==> src/rtl/mem_ctrl_pkg.sv <==
// Shared definitions for the byte-serial memory controller:
// FSM state encodings, mem_len encodings and the zero word.
package mem_ctrl_pkg;

    localparam logic [1:0] ST_IDLE   = 2'd0;
    localparam logic [1:0] ST_IF_RD  = 2'd1;
    localparam logic [1:0] ST_MEM_RD = 2'd2;
    localparam logic [1:0] ST_MEM_WR = 2'd3;

    localparam logic [1:0] LEN_B = 2'b00;
    localparam logic [1:0] LEN_H = 2'b01;
    localparam logic [1:0] LEN_W = 2'b11;

    localparam logic [31:0] ZeroWord = 32'h0000_0000;

    // Index of the final byte of a load/store; the unused 2'b10 code
    // behaves as a full word.
    function automatic logic [1:0] lastByteIndex(input logic [1:0] len);
        case (len)
            LEN_B:   return 2'd0;
            LEN_H:   return 2'd1;
            default: return 2'd3;
        endcase
    endfunction

endpackage

==> src/rtl/mem_ctrl_ibuf.sv <==
// One-entry instruction fetch buffer: holds the last fetched word with its
// word tag. A store touching the buffered word drops the entry.
module mem_ctrl_ibuf
    import mem_ctrl_pkg::*;
#(
    parameter int TAG_W = 15
) (
    input  logic             clk,
    input  logic             rst,
    input  logic [TAG_W-1:0] lookupTag_i,
    output logic             hit_o,
    output logic [31:0]      data_o,
    input  logic             fillEn_i,
    input  logic [TAG_W-1:0] fillTag_i,
    input  logic [31:0]      fillData_i,
    input  logic             invalEn_i,
    input  logic [TAG_W-1:0] invalTag_i
);

    logic             valid_q;
    logic [TAG_W-1:0] tag_q;
    logic [31:0]      data_q;

    // Entry update: a fill wins, otherwise an overlapping store clears valid
    always_ff @(posedge clk or posedge rst) begin
        if (rst) begin
            valid_q <= 1'b0;
            tag_q   <= '0;
            data_q  <= ZeroWord;
        end else if (fillEn_i) begin
            valid_q <= 1'b1;
            tag_q   <= fillTag_i;
            data_q  <= fillData_i;
        end else if (invalEn_i && (invalTag_i == tag_q)) begin
            valid_q <= 1'b0;
        end
    end

    assign hit_o  = valid_q && (tag_q == lookupTag_i);
    assign data_o = data_q;

endmodule

==> src/rtl/mem_ctrl.sv <==
// Byte-serial arbiter for a single-port byte RAM shared by instruction
// fetch and load/store. Words are assembled/split little-endian and each
// finished transaction produces a one-cycle done pulse.
// Optional feature: define MEM_CTRL_IBUF_EN to add a one-entry fetch buffer
// that answers repeat fetches of the same word without touching the RAM.
module mem_ctrl
    import mem_ctrl_pkg::*;
#(
    parameter int ADDR_W = 17
) (
    input  logic              clk,
    input  logic              rst,
    input  logic              if_req,
    input  logic [31:0]       if_addr,
    input  logic              if_flush,
    output logic              if_done,
    output logic [31:0]       if_inst,
    input  logic              mem_req,
    input  logic              mem_we,
    input  logic [1:0]        mem_len,
    input  logic [31:0]       mem_addr,
    input  logic [31:0]       mem_wdata,
    output logic              mem_done,
    output logic [31:0]       mem_rdata,
    output logic [ADDR_W-1:0] ram_addr,
    output logic [7:0]        ram_dout,
    output logic              ram_wr,
    input  logic [7:0]        ram_din
);

    logic [1:0]        state_q, state_d;
    logic [1:0]        cnt_q, cnt_d;
    logic [1:0]        last_q, last_d;
    logic [31:0]       word_q, word_d;
    logic [23:0]       wdata_q, wdata_d;
    logic [ADDR_W-1:0] ramAddr_q, ramAddr_d;
    logic [7:0]        ramDout_q, ramDout_d;
    logic              ramWr_q, ramWr_d;
    logic              ifDone_q, ifDone_d;
    logic              memDone_q, memDone_d;
    logic [31:0]       ifInst_q, ifInst_d;
    logic [31:0]       memRdata_q, memRdata_d;

    logic              bubble;
    logic              lastByte;
    logic [31:0]       wordIn;
    logic              ibufHit;
    logic [31:0]       ibufData;
    logic              unusedAddrBits;

    assign bubble         = ifDone_q | memDone_q;
    assign lastByte       = (cnt_q == last_q);
    assign unusedAddrBits = ^{if_addr[31:ADDR_W], mem_addr[31:ADDR_W]};

    // Current assembly word with the byte arriving this cycle merged in
    always_comb begin
        wordIn = word_q;
        wordIn[{cnt_q, 3'b000} +: 8] = ram_din;
    end

`ifdef MEM_CTRL_IBUF_EN
    logic fillEn;

    assign fillEn = (state_q == ST_IF_RD) && !if_flush && lastByte;

    mem_ctrl_ibuf #(
        .TAG_W(ADDR_W - 2)
    ) uIbuf (
        .clk        (clk),
        .rst        (rst),
        .lookupTag_i(if_addr[ADDR_W-1:2]),
        .hit_o      (ibufHit),
        .data_o     (ibufData),
        .fillEn_i   (fillEn),
        .fillTag_i  (ramAddr_q[ADDR_W-1:2]),
        .fillData_i (wordIn),
        .invalEn_i  (ramWr_q),
        .invalTag_i (ramAddr_q[ADDR_W-1:2])
    );
`else
    assign ibufHit  = 1'b0;
    assign ibufData = ZeroWord;
`endif

    // Next-state logic: arbitration in IDLE, then one RAM byte per cycle
    always_comb begin
        state_d    = state_q;
        cnt_d      = cnt_q;
        last_d     = last_q;
        word_d     = word_q;
        wdata_d    = wdata_q;
        ramAddr_d  = ramAddr_q;
        ramDout_d  = ramDout_q;
        ramWr_d    = 1'b0;
        ifDone_d   = 1'b0;
        memDone_d  = 1'b0;
        ifInst_d   = ifInst_q;
        memRdata_d = memRdata_q;
        case (state_q)
            ST_IDLE: begin
                if (!bubble) begin
                    if (mem_req) begin
                        cnt_d     = 2'd0;
                        last_d    = lastByteIndex(mem_len);
                        word_d    = ZeroWord;
                        ramAddr_d = mem_addr[ADDR_W-1:0];
                        if (mem_we) begin
                            state_d   = ST_MEM_WR;
                            ramWr_d   = 1'b1;
                            ramDout_d = mem_wdata[7:0];
                            wdata_d   = mem_wdata[31:8];
                        end else begin
                            state_d = ST_MEM_RD;
                        end
                    end else if (if_req && !if_flush) begin
                        if (ibufHit) begin
                            ifDone_d = 1'b1;
                            ifInst_d = ibufData;
                        end else begin
                            state_d   = ST_IF_RD;
                            cnt_d     = 2'd0;
                            last_d    = 2'd3;
                            word_d    = ZeroWord;
                            ramAddr_d = if_addr[ADDR_W-1:0];
                        end
                    end
                end
            end
            ST_IF_RD: begin
                if (if_flush) begin
                    state_d = ST_IDLE;
                end else begin
                    word_d = wordIn;
                    if (lastByte) begin
                        state_d  = ST_IDLE;
                        ifDone_d = 1'b1;
                        ifInst_d = wordIn;
                    end else begin
                        cnt_d     = cnt_q + 2'd1;
                        ramAddr_d = ramAddr_q + ADDR_W'(1);
                    end
                end
            end
            ST_MEM_RD: begin
                word_d = wordIn;
                if (lastByte) begin
                    state_d    = ST_IDLE;
                    memDone_d  = 1'b1;
                    memRdata_d = wordIn;
                end else begin
                    cnt_d     = cnt_q + 2'd1;
                    ramAddr_d = ramAddr_q + ADDR_W'(1);
                end
            end
            ST_MEM_WR: begin
                if (lastByte) begin
                    state_d   = ST_IDLE;
                    memDone_d = 1'b1;
                end else begin
                    ramWr_d   = 1'b1;
                    cnt_d     = cnt_q + 2'd1;
                    ramAddr_d = ramAddr_q + ADDR_W'(1);
                    ramDout_d = wdata_q[7:0];
                    wdata_d   = {8'h00, wdata_q[23:8]};
                end
            end
            default: begin
                state_d = ST_IDLE;
            end
        endcase
    end

    // State and output registers; reset aborts any transaction at once
    always_ff @(posedge clk or posedge rst) begin
        if (rst) begin
            state_q    <= ST_IDLE;
            cnt_q      <= 2'd0;
            last_q     <= 2'd0;
            word_q     <= ZeroWord;
            wdata_q    <= '0;
            ramAddr_q  <= '0;
            ramDout_q  <= 8'h00;
            ramWr_q    <= 1'b0;
            ifDone_q   <= 1'b0;
            memDone_q  <= 1'b0;
            ifInst_q   <= ZeroWord;
            memRdata_q <= ZeroWord;
        end else begin
            state_q    <= state_d;
            cnt_q      <= cnt_d;
            last_q     <= last_d;
            word_q     <= word_d;
            wdata_q    <= wdata_d;
            ramAddr_q  <= ramAddr_d;
            ramDout_q  <= ramDout_d;
            ramWr_q    <= ramWr_d;
            ifDone_q   <= ifDone_d;
            memDone_q  <= memDone_d;
            ifInst_q   <= ifInst_d;
            memRdata_q <= memRdata_d;
        end
    end

    assign if_done   = ifDone_q;
    assign if_inst   = ifInst_q;
    assign mem_done  = memDone_q;
    assign mem_rdata = memRdata_q;
    assign ram_addr  = ramAddr_q;
    assign ram_dout  = ramDout_q;
    assign ram_wr    = ramWr_q;

endmodule
==> config.mk <==
export PLATFORM = sky130hd
export DESIGN_NAME = mem_ctrl
export DESIGN_NICKNAME = d
export VERILOG_FILES = /design/src/rtl/mem_ctrl_pkg.sv /design/src/rtl/mem_ctrl_ibuf.sv /design/src/rtl/mem_ctrl.sv
export SDC_FILE = /design/constraint.sdc
export NUM_CORES = 1
export LEC_CHECK = 0
export BUFFER_PORTS_ARGS = -buffer_cell sky130_fd_sc_hd__buf_2
export CAP_MARGIN = 30
export CORE_UTILIZATION = 54
export CTS_CLUSTER_SIZE = 12
export DETAILED_ROUTE_END_ITERATION = 7
export PLACE_DENSITY = 0.81
export SLEW_MARGIN = 20
export SYNTH_ARGS = -nofsm -noshare
export SYNTH_HDL_FRONTEND = slang
export SYNTH_SLANG_ARGS = --single-unit
==> constraint.sdc <==
create_clock -name clk -period 13.5 [get_ports clk]
set_clock_uncertainty 0.05 [all_clocks]
set_input_delay 4.05 -clock clk [delete_from_list [all_inputs] [get_ports clk]]
set_output_delay 4.05 -clock clk [all_outputs]
set_load 0.02 [all_outputs]
==> results by stage <==
Placed design:
- The post-DP HPWL is between 10 and 15 mm.
- The congestion estimate from routability-driven global placement came to 0.817.
- The count of buffers from port buffering is 173.
- The setup slack at placement is ~7.3 ns.
- After detailed placement, the total cell area comes to 8100 sq um.

Layout:
- Summing all non-filler instances in the final layout gives an area of 8780 sq um.
- 0 antenna diodes ended up in the layout.
- From synthesis to final layout, the design area changed by 22.1%.
- Leaving out fill and tap cells, the most frequent cells in the layout are 173 x buf_2, 154 x dfrtp_1, 112 x nand2_1.
- The net count of the finished layout is just under 1k.
- The most common cell after layout, fill and taps aside is buf_2.
- The post-route netlist has 26.4% of its cells at a drive strength greater than 1.

Drt:
- The average wire per cell in the routed design is 15.7 um.
- In this run the remaining antenna-violating nets after routing total 0.
- The number of iterations in the first detailed-routing pass is 5.
- In this run, the number of DRC markers left after iteration 0 of detailed routing was 362.
- The number of design rule violations left after detail routing is 0.
- Summed over all layers, the routed wires come to roughly 16 mm.
- For this block, the via count after detailed routing is just under 6k.
- After detailed routing, the number of vias per cell comes to 5.60.

Pwr:
- The switching share of total power is 39.5%.
- The clock network power share is 26.0%.
- The power density over the cells is 229 nW/um^2.
- The maximum VDD drop is between 0.1 and 0.15 mV.
- The power spent charging and discharging nets is slightly below 800 uW.
- The combinational fraction of design power is 38.6%.
- The total internal power is 1.22 mW.
- Registers are responsible for 35.4% of the overall power.
- The leakage power of the design is about 4.3 nW.

CTS:
- The clock drives ~150 sinks.
- The CTS tree is built.
- The number of CTS-inserted buffers is 17.
- The clock slew at the register clock pins of the worst setup and hold paths is 0.06 ns.
- For this design, the CTS-stage hold fixing added 0 buffers.
- The clock tree buffer depth is 2.
- The root cell of the clock tree is clkbuf_16.
- For the worst-skew pair, the clock arrives at the later sink with an insertion delay of 0.42 ns.
- In this run the post-CTS setup repair buffer count came out at 0.
- The clock tree synthesis step divided the H-tree into 4 levels.
- The post-cts gate resize count is 0.

STA:
- The hold violation count in the final report is 0.
- Setup repair after global routing left no endpoint under its margin.
- The actual slew at the worst max-slew pin is 0.891 ns.
- Static timing analysis puts the maximum clock frequency at 0.172 GHz.
- The relative slew slack is about 41%.
- The tightest hold path in the finished design has a slack of 0.421 ns.
- The post-route setup TNS is 0 ns.
- In the finished design, the share of the clock period the worst path needs comes to 43.0%.
- The worst path meets setup with approximately 7.7 ns of slack.
- Setup violations remaining at the end of the flow were counted as 0.
- The final-report max-slew violation count is 0.
- After layout, the minimum clock period comes to 5.80 ns.

Run status:
- The run finished with clean final reports.

Logic synthesis:
- The most used flip-flop cell after synthesis is dfrtp_1.
- The largest family of logic cells by synthesized area is compound AO/OA/AOI/OAI gates.
- The netlist area before placement is 7190 sq um.
- The area share of xor/xnor cells in the synthesized design is less than 1%.
- The synthesized instance count is 712.
- The synthesized netlist devotes a little over an eighth of its cell area to simple gates.
- A synthesized cell averages 10.1 sq um.
- The synthesized netlist devotes about a fifth of its cell area to compound gates.
- Of all flip-flops after synthesis, the portion carrying an async set or reset was 100%.
- The synthesized design contains 0 enable-type register cells.
- The net count after synthesis is 835.
- The synthesis-stage register bit count is 154.
- Measured against the total synthesized area, the mux share comes to under 10%.
- The number of distinct library cell variants in the gate-level netlist after synthesis is 47.
- Of the total synthesized cell area, the portion taken by full adders, half adders and majority gates is 1.91%.
- Yosys printed 0 warnings.
- Sequential elements use 53.6% of the synthesized area.

Floorplan:
- The floorplan step set the die height to 117 um.
- The count of boundary I/O pins is 204.
- After floorplanning, the core was divided into slightly above 40 placement rows.
- The initial standard-cell utilization of the core is 56.3%.
- The area of the die is 13800 sq um.
- The die is 117 um wide.
- After floorplanning, the core was sized to cover 12800 sq um.

Global routing:
- The wire length of the first global-routing pass is 27.6 mm.
- The via count of the first global-routing pass is 5678.
- Global routing used roughly 25% of the available tracks across all layers.
- The number of antenna violations at the first check in global routing was 0.
- The final global-route overflow total is 0.
- Entering global routing, the biggest net connects 102 pins.

Worst setup path:
- Data arrives at the worst endpoint at 6.06 ns.
- At the worst endpoint, the required time is 13.76 ns.
- The worst setup path is captured at a register.
- The category of the worst setup path launch point is an input port.
- The startpoint-to-endpoint class of the critical path is in -> reg.
- Along the worst path, the maximum fanout reaches 25.

Hold path:
- The path type of the worst min-delay path is reg -> reg.

Run:
- The number of maximum-capacitance constraint violations is 0.
-- per-stage QoR --
stage                     std cells  utilization [%]  power, mW
after global placement         1009             63.0       1.46
after detailed placement       1011             63.4       1.49
final                          1044             68.7       2.01
after CTS                      1043             68.5       2.02
after floorplan                 712                -       1.27
after global routing           1044             68.7       2.14
-- path summary, 6_finish.rpt --
path	from	depth (start not counted)	endpoint	slack [ns]
min in group asynchronous	rst	2	word_q[1]$_DFFE_PP0P_	3.51
max	mem_req	6	word_q[24]$_DFFE_PP0P_	7.70
max reg2reg	cnt_q[0]$_DFFE_PP0P_	7	word_q[22]$_DFFE_PP0P_	10.98
max in group asynchronous	rst	3	state_q[0]$_DFFE_PP0P_	9.00
min reg2reg	ram_dout[7]$_DFFE_PP0P_	2	ram_dout[7]$_DFFE_PP0P_	0.42
min	ram_dout[7]$_DFFE_PP0P_	2	ram_dout[7]$_DFFE_PP0P_	0.42
-- state kept, by name (all words and copies together), names as in the netlist --
register and count:
cnt_q 2, if_done 1, if_inst 32, last_q 2, mem_done 1, mem_rdata 32
ram_addr 17, ram_dout 8, ram_wr 1, state_q 2, wdata_q 24, word_q 32
-- cell families after synthesis --
| family | Yosys count |
|---|---|
| xor gates and xnor gates | 2 |
| buffers and inverters | 64 |
| and+or+nand+nor | 202 |
| adders and majority gates | 11 |
| DFF | 154 |
| AOI/OAI and AO/OA | 236 |
| muxes | 43 |
-- per-layer routing --
layer	vias up	wire length, um	GRT usage, %
met2	235	7830	40.6
met1	2785	7360	33.5
li1	2803	-	-
met4	0	311	10.1
met5	-	0	0
met3	22	926	5.11
-- power groups by stage --
stage | Combinational [mW] | Clock (mW) | Sequential, mW
after detailed placement | 0.771 | 0 | 0.716
after global routing | 0.857 | 0.551 | 0.731
after global placement | 0.746 | 0 | 0.710
after CTS | 0.778 | 0.528 | 0.710
after floorplan | 0.468 | 0 | 0.803
final | 0.776 | 0.522 | 0.711
-- critical path, stage by stage --
cell and delay (ns):
buf_2 0.48, nand2b_1 0.23, o21ai_4 0.09, nor3_2 0.51
o21ai_1 0.36, a22o_1 0.32
-- Yosys cell counts (3+ instances only) --
| cell | n | area (sq um) |
|---|---|---|
| buf_1 | 5 | 18.8 |
| nand4_1 | 4 | 25.0 |
| a22o_1 | 40 | 350 |
| a32o_1 | 3 | 30.0 |
| clkbuf_1 | 22 | 82.6 |
| o21ai_1 | 5 | 25.0 |
| a211oi_1 | 5 | 37.5 |
| nand2_1 | 114 | 428 |
| nand2b_1 | 3 | 18.8 |
| a21oi_2 | 4 | 35.0 |
| and3_1 | 9 | 56.3 |
| o31ai_1 | 8 | 60.1 |
| nand3_1 | 10 | 50.1 |
| nor2b_1 | 36 | 225 |
| inv_1 | 12 | 45.0 |
| nor2_1 | 13 | 48.8 |
| buf_6 | 5 | 56.3 |
| mux2i_1 | 41 | 410 |
| dfrtp_1 | 154 | 3850 |
| buf_2 | 15 | 75.1 |
| clkbuf_2 | 3 | 15.0 |
| o21ai_0 | 105 | 526 |
| ha_1 | 11 | 138 |
| a31oi_1 | 4 | 25.0 |
| a21oi_1 | 52 | 260 |
-- layout make-up --
type                    count  area [sq um]
fillers                   958          4000
well taps                 172           215
inverters                  12          50.0
repair buffers            180           971
flip-flops and latches    154          3850
clock buffers              22           464
clock inverters            10           189
multi-input cells         494          3030
No activity file was read; power rests on OpenSTA's default activity.
